## src/rtl/stack_ctrl_pkg.sv

```systemverilog
// Shared constants and types for the stack command controller.
package stack_ctrl_pkg;

  localparam int STK_REG_BITS = 32;
  localparam int STK_DEPTH    = 64;
  localparam int STK_PTR_BITS = 6;

  localparam logic [1:0] STK_OP_PUSH = 2'b00;
  localparam logic [1:0] STK_OP_POP  = 2'b01;
  localparam logic [1:0] STK_OP_POP2 = 2'b10;
  localparam logic [1:0] STK_OP_PEEK = 2'b11;

  typedef enum logic [1:0] {
    ST_IDLE = 2'd0,
    ST_MEM  = 2'd1,
    ST_RESP = 2'd2
  } state_e;

endpackage

```

## src/rtl/stack_ctrl_if.sv

```systemverilog
// Command/response handshake bundle between datapath control and the stack controller.
interface stack_ctrl_if #(
  parameter int REG_BITS = 32
);

  logic                cmd_valid;
  logic                cmd_ready;
  logic [1:0]          cmd_op;
  logic [REG_BITS-1:0] cmd_data;
  logic                rsp_valid;
  logic                rsp_ready;
  logic [REG_BITS-1:0] rsp_data0;
  logic [REG_BITS-1:0] rsp_data1;
  logic                rsp_err;

  // Command issuer / response consumer.
  modport master (
    output cmd_valid, cmd_op, cmd_data, rsp_ready,
    input  cmd_ready, rsp_valid, rsp_data0, rsp_data1, rsp_err
  );

  // Stack controller.
  modport slave (
    input  cmd_valid, cmd_op, cmd_data, rsp_ready,
    output cmd_ready, rsp_valid, rsp_data0, rsp_data1, rsp_err
  );

endinterface

```

## src/rtl/stack_ctrl.sv

```systemverilog
// Stack controller: owns the stack pointer, issues one memory op per accepted
// command, and returns the registered read words as a held valid/ready response.
module stack_ctrl
  import stack_ctrl_pkg::*;
#(
  parameter int REG_BITS = STK_REG_BITS,
  parameter int DEPTH    = STK_DEPTH,
  parameter int PTR_BITS = STK_PTR_BITS
) (
  input  logic                clk,
  input  logic                reset,
  stack_ctrl_if.slave         bus,
  output logic [PTR_BITS:0]   count,
  output logic                full,
  output logic                empty,
  output logic                StackWrite,
  output logic [REG_BITS-1:0] SP,
  output logic [REG_BITS-1:0] write_data,
  input  logic [REG_BITS-1:0] read1,
  input  logic [REG_BITS-1:0] read2
);

  state_e                state_q, state_d;
  logic [PTR_BITS:0]     count_q, count_d;
  logic [PTR_BITS-1:0]   sp_q, sp_d;
  logic [1:0]            op_q, op_d;
  logic                  err_q, err_d;
  logic [REG_BITS-1:0]   data0_q, data0_d;
  logic [REG_BITS-1:0]   data1_q, data1_d;

  logic [PTR_BITS-1:0]   sp_idx;
  logic [PTR_BITS:0]     count_m1;

  assign count_m1 = count_q - 1'b1;
  assign full     = (count_q == (PTR_BITS+1)'(DEPTH));
  assign empty    = (count_q == '0);
  assign count    = count_q;

  assign SP            = {{(REG_BITS-PTR_BITS){1'b0}}, sp_idx};
  assign bus.rsp_valid = (state_q == ST_RESP);
  assign bus.rsp_err   = err_q;
  assign bus.rsp_data0 = data0_q;
  assign bus.rsp_data1 = data1_q;

  // Next-state, memory command and response capture.
  always_comb begin
    // NOTE: every signal gets a default before the case so no path leaves it unassigned (no latches).
    state_d       = state_q;
    count_d       = count_q;
    sp_d          = sp_q;
    op_d          = op_q;
    err_d         = err_q;
    data0_d       = data0_q;
    data1_d       = data1_q;
    sp_idx        = sp_q;
    StackWrite    = 1'b0;
    write_data    = '0;
    bus.cmd_ready = 1'b0;

    unique case (state_q)
      ST_IDLE: begin
        bus.cmd_ready = 1'b1;
        sp_idx        = empty ? '0 : count_m1[PTR_BITS-1:0];
        if (bus.cmd_valid) begin
          op_d    = bus.cmd_op;
          err_d   = 1'b0;
          data0_d = '0;
          data1_d = '0;
          state_d = ST_MEM;
          unique case (bus.cmd_op)
            STK_OP_PUSH: begin
              if (full) begin
                err_d = 1'b1;
              end else begin
                sp_idx     = count_q[PTR_BITS-1:0];
                StackWrite = 1'b1;
                write_data = bus.cmd_data;
                count_d    = count_q + 1'b1;
              end
            end
            STK_OP_POP: begin
              if (empty) err_d = 1'b1;
              else       count_d = count_m1;
            end
            STK_OP_POP2: begin
              // Gating on count>=2 keeps the memory's SP-1 read in range.
              if (count_q < (PTR_BITS+1)'(2)) err_d = 1'b1;
              else                            count_d = count_q - (PTR_BITS+1)'(2);
            end
            default: begin  // PEEK
              if (empty) err_d = 1'b1;
            end
          endcase
          sp_d = sp_idx;
        end
      end
      ST_MEM: begin
        state_d = ST_RESP;
        if (!err_q && op_q != STK_OP_PUSH) data0_d = read1;
        if (!err_q && op_q == STK_OP_POP2) data1_d = read2;
      end
      ST_RESP: begin
        if (bus.rsp_ready) state_d = ST_IDLE;
      end
      default: state_d = ST_IDLE;
    endcase

    // The memory must never be written or see a stale SP while reset is held.
    if (reset) begin
      StackWrite = 1'b0;
      sp_idx     = '0;
    end
  end

  // State and response registers with synchronous reset.
  always_ff @(posedge clk) begin
    // NOTE: sequential state uses non-blocking assignments so every register samples pre-edge values.
    if (reset) begin
      state_q <= ST_IDLE;
      count_q <= '0;
      sp_q    <= '0;
      op_q    <= STK_OP_PUSH;
      err_q   <= 1'b0;
      // NOTE: response data registers are reset because they are visible outputs; the stack memory itself is not.
      data0_q <= '0;
      data1_q <= '0;
    end else begin
      state_q <= state_d;
      count_q <= count_d;
      sp_q    <= sp_d;
      op_q    <= op_d;
      err_q   <= err_d;
      data0_q <= data0_d;
      data1_q <= data1_d;
    end
  end

endmodule

```

## src/flat_wrapper.sv

```systemverilog
// flat-port wrapper written by rule: the top's interface ports become plain ports
module stack_ctrl_flat import stack_ctrl_pkg::*;
#(
  parameter int REG_BITS = STK_REG_BITS,
  parameter int DEPTH    = STK_DEPTH,
  parameter int PTR_BITS = STK_PTR_BITS
)
  (clk, reset, count, full, empty, StackWrite, SP, write_data, read1, read2, bus_cmd_valid, bus_cmd_op, bus_cmd_data, bus_rsp_ready, bus_cmd_ready, bus_rsp_valid, bus_rsp_data0, bus_rsp_data1, bus_rsp_err);
  stack_ctrl_if #(.REG_BITS(REG_BITS)) bus_i ();
  input  logic clk;
  input  logic reset;
  output logic [PTR_BITS:0] count;
  output logic full;
  output logic empty;
  output logic StackWrite;
  output logic [REG_BITS-1:0] SP;
  output logic [REG_BITS-1:0] write_data;
  input  logic [REG_BITS-1:0] read1;
  input  logic [REG_BITS-1:0] read2;
  input wire logic [$bits(bus_i.cmd_valid)-1:0] bus_cmd_valid;
  input wire logic [$bits(bus_i.cmd_op)-1:0] bus_cmd_op;
  input wire logic [$bits(bus_i.cmd_data)-1:0] bus_cmd_data;
  input wire logic [$bits(bus_i.rsp_ready)-1:0] bus_rsp_ready;
  output wire logic [$bits(bus_i.cmd_ready)-1:0] bus_cmd_ready;
  output wire logic [$bits(bus_i.rsp_valid)-1:0] bus_rsp_valid;
  output wire logic [$bits(bus_i.rsp_data0)-1:0] bus_rsp_data0;
  output wire logic [$bits(bus_i.rsp_data1)-1:0] bus_rsp_data1;
  output wire logic [$bits(bus_i.rsp_err)-1:0] bus_rsp_err;
  assign bus_i.cmd_valid = bus_cmd_valid;
  assign bus_i.cmd_op = bus_cmd_op;
  assign bus_i.cmd_data = bus_cmd_data;
  assign bus_i.rsp_ready = bus_rsp_ready;
  assign bus_cmd_ready = bus_i.cmd_ready;
  assign bus_rsp_valid = bus_i.rsp_valid;
  assign bus_rsp_data0 = bus_i.rsp_data0;
  assign bus_rsp_data1 = bus_i.rsp_data1;
  assign bus_rsp_err = bus_i.rsp_err;
  stack_ctrl #(.REG_BITS(REG_BITS), .DEPTH(DEPTH), .PTR_BITS(PTR_BITS)) u_core (.clk(clk), .reset(reset), .bus(bus_i), .count(count), .full(full), .empty(empty), .StackWrite(StackWrite), .SP(SP), .write_data(write_data), .read1(read1), .read2(read2));
endmodule
```

## config.mk

```make
export PLATFORM = sky130hd
export DESIGN_NAME = stack_ctrl_flat
export DESIGN_NICKNAME = d
export VERILOG_FILES = /design/src/rtl/stack_ctrl_pkg.sv /design/src/rtl/stack_ctrl_if.sv /design/src/rtl/stack_ctrl.sv /design/src/flat_wrapper.sv
export SDC_FILE = /design/constraint.sdc
export NUM_CORES = 1
export LEC_CHECK = 0
export ABC_AREA = 0
export CORE_ASPECT_RATIO = 1.1
export CORE_MARGIN = 2
export CORE_UTILIZATION = 29
export CTS_CLUSTER_DIAMETER = 50
export CTS_CLUSTER_SIZE = 16
export DETAILED_ROUTE_END_ITERATION = 10
export GPL_TIMING_DRIVEN = 1
export PLACE_DENSITY_LB_ADDON = 0.1
export SLEW_MARGIN = 15
export SYNTH_ARGS = -nofsm -noshare
export SYNTH_HDL_FRONTEND = slang
export SYNTH_SLANG_ARGS = --single-unit
```

## constraint.sdc

```tcl
create_clock -name clk -period 3.2 [get_ports clk]
set_input_delay 0.64 -clock clk [delete_from_list [all_inputs] [get_ports clk]]
set_output_delay 0.64 -clock clk [all_outputs]
set_load 0.02 [all_outputs]
```

==> out/metrics.cfg, run 1 <==
[outcome]
status=completed

[routing]
final_antenna_net_count=0
first_iter_violations=267
avgViaCountPerCell=4.78
drt-wirelength-per-cell_um=15.4
wl_um=15600
vias=4847
first_pass_iters=5
drc_errors=0

[cells_and_area]
antennaDiodeCount=0
final.fill_count=1411
drive_above_1_share=0.130
final_area_um2=7190
fin_nets=928
instances_no_fill=1013
area_delta_synth_final_pct=67.5

[setup_path]
criticalPathCategory=reg2out
worstPathArrival_ns=2.46
startpoint_type=flip-flop
reg2reg_slack_ns=0.42
critPathCaptureType=primary output
cp_num_buf_inv=4
cpPeakStageDelay_ns=0.52
cp_data_required_time_ns=2.56
path_max_fanout=7
startpoint=u_core.count[1]
crit_path_top_delay_cell=or4_4
r2r-end=u_core.sp_q[1]
r2r_cells=17
worstReg2RegStart=u_core.count[1]
worst_path_most_repeated_cell=nor3_1
critPathTopFamily=simple AND/OR/NAND/NOR gates
path_cells=inv_1, ha_4, nand2b_1, or4_4, clkinv_1, buf_4, nor3_1, a311oi_1, nor3_1, buf_2

[synth]
syn_area_um2=4300
yosys.area.top_type=dfxtp_1
yosys_warnings=0
synth-async-reset-ratio=0
avgSynthCellArea_um2=7.44
ys_seq_area_frac=0.382
synthTopCellsByArea=dfxtp_1 (38%), a21oi_1 (9.7%), nand3_1 (8.3%)
yosysUniqueCellTypes=51
syn_inst=577
synth_flop_cell=dfxtp_1
synth.top_cell.area_share=0.382
ys_ff_latch=82
synth_edf_count=0

[global_routing]
grt_pass1_vias=4859
grt_max_degree=65
grt_pass1_wl_um=24900
antenna_found_initial=0
grt_util_all_layers=0.194
grt.overflow.total=0

[floorplanning]
rows=46
initial_core_util=0.297
die_y_um=132
die_x_um=120
io_pins=243
core_area_um2=14400
dieArea_um2=15800

[placement]
placed_cell_area_um2=6790
dpl.cell_count=983
dp_slack_ns=-0.413
gp_congestion=0.895
dp_hpwl_um=11300
io_buffers=216

[clock_network]
clock_latency_ns=0.34
cts_made_buffers=9
tritoncts=built
cts_buffer_depth=2
clkTransAtPathRegs_ns=0.06
root_buffer=clkbuf_16
h-tree-depth=3
clock_sinks=82

[timing]
final_hold_viol_count=0
worst_pin_slew_ns=0.690
layout_setup_ws_ns=0.0973
layout_min_cycle_time_ns=3.10
hold-worst-slack_ns=0.449
slew_violations=0
fin_skew_ns=0.00919
fin_crit_sh=0.970
slew_headroom=0.540
fmax_ghz=0.322
setup_viol=0

[power]
power.leakage_nw=2.85
powerDensity_nw_per_um2=442
finalPower_w=0.00318
ir_drop_v=0.000232

[worst_hold_path]
holdPathEnd=u_core.bus.rsp_data1[11]
min_from=u_core.bus.rsp_data1[11]
worstHoldPathType=reg2reg
min_path_cells=2

[flow_run]
maxCapViolations=0

## worst max path at each step
stage / endpoint / slack, ns / depth (start not counted)
6_report: SP[0] / 0.1 / 10
5_1_grt: write_data[15] / -0.02 / 9
4_1_cts: SP[0] / 0.02 / 10
3_5_place_dp: SP[2] / -0.41 / 9
3_3_place_gp: SP[2] / -0.41 / 9
2_1_floorplan: SP[2] / 0.06 / 9
## state kept, by name (all words and copies together), names as in the netlist
register              flops
u_core.bus.rsp_data0     32
u_core.bus.rsp_data1     32
u_core.count              7
u_core.sp_q               6
u_core.op_q               2
u_core.state_q            2
u_core.bus.rsp_err        1
## kinds of logic after synthesis
| logic type | Yosys count | share of synthesized area |
|---|---|---|
| fa+ha+maj | 10 | 0.0291 |
| buf+inv | 87 | 0.102 |
| mux | 3 | 0.00699 |
| xor+xnor | 4 | 0.00816 |
| flops | 82 | 0.382 |
| compound gates | 127 | 0.171 |
| simple gates | 263 | 0.299 |
| other cells | 1 | 0.000873 |
## layout make-up
type	count	area (um^2)	share of cell area
clock inverter	5	108	0.0150
sequential	82	1640	0.228
tap	192	240	0.0334
multi-input combinational	433	2350	0.327
clock buffer	11	253	0.0351
inverter	12	45.0	0.00626
timing repair buffer	278	2550	0.355
## timing repair
item,CTS,global route
setup endpoints to repair,39,38
pin swaps,3,2
gates resized for setup,61,20
setup buffers,14,0
hold buffers,0,0
## layout by cell type (no fill, tap or decap), drive strengths merged, types with 4 or more instances in the layout
cell	count
clkdlybuf4s50	176
nand3	71
o21ai	12
o31ai	4
dlygate4sd2	28
ha	10
nor3	17
o22ai	4
nand2b	6
nor2b	4
inv	12
a21oi	83
buf	68
nor2	28
nand2	83
conb	26
clkbuf	16
dfxtp	82
and2	33
## where the power goes
| part | switching [W] | leakage, nW | total [W] | internal (W) |
|---|---|---|---|---|
| clock network | 0.000431 | 0.176 | 0.00124 | 0.000810 |
| logic | 0.000447 | 2.01 | 0.000854 | 0.000407 |
| registers | 0.0000244 | 0.665 | 0.00108 | 0.00106 |
| total | 0.000903 | 2.85 | 0.00318 | 0.00227 |
## synth_stat cells (3+ instances only)
master / n
a21oi_1: 83
a31oi_1: 3
and2_1: 33
buf_1: 4
buf_2: 3
buf_4: 27
clkbuf_1: 40
dfxtp_1: 82
ha_1: 10
inv_1: 11
mux2i_1: 3
nand2_1: 83
nand2b_1: 6
nand3_1: 71
nand4_1: 3
nor2_1: 28
nor2b_1: 4
nor3_1: 16
nor4_1: 3
o21ai_0: 12
o22ai_1: 4
o31ai_1: 4
or3_1: 3
xnor2_1: 3
## stage by stage
step	TNS, ns	util
after floorplan	0	-
after detailed placement	-7.62	0.470
after CTS	0	0.500
final	0	0.498
after global placement	-7.26	0.470
after global routing	-0.209	0.498
## metal layers
layer  track usage  part of all wire
met5             0                 0
met4        0.0667             0.015
met3        0.0286             0.054
met2         0.343              0.51
met1         0.236              0.42
## worst min-delay path, delay by kind of cell (launching register included)
| family | cells | cell delay [ns] |
|---|---|---|
| flops | 1 | 0.30 |
| simple gates | 1 | 0.05 |
| compound gates | 1 | 0.05 |
(Power assumes the default switching activity.)
==> run 2, diff against run 1 <==
--- a/config.mk
+++ b/config.mk
@@ -5,7 +5,6 @@
 export SDC_FILE = /design/constraint.sdc
 export NUM_CORES = 1
 export LEC_CHECK = 0
-export ABC_AREA = 0
 export CORE_ASPECT_RATIO = 1.1
 export CORE_MARGIN = 2
 export CORE_UTILIZATION = 29
@@ -14,7 +13,7 @@
 export DETAILED_ROUTE_END_ITERATION = 10
 export GPL_TIMING_DRIVEN = 1
 export PLACE_DENSITY_LB_ADDON = 0.1
-export SLEW_MARGIN = 15
+export SLEW_MARGIN = 10
 export SYNTH_ARGS = -nofsm -noshare
 export SYNTH_HDL_FRONTEND = slang
 export SYNTH_SLANG_ARGS = --single-unit
==> results of run 2 <==
Same layout as run 1: the final DEF is identical, and so are final timing and power.
==> run 3, diff against run 2 <==
--- a/config.mk
+++ b/config.mk
@@ -5,6 +5,7 @@
 export SDC_FILE = /design/constraint.sdc
 export NUM_CORES = 1
 export LEC_CHECK = 0
+export CAP_MARGIN = 25
 export CORE_ASPECT_RATIO = 1.1
 export CORE_MARGIN = 2
 export CORE_UTILIZATION = 29
==> results of run 3 <==
Same layout as run 1: the final DEF is identical, and so are final timing and power.
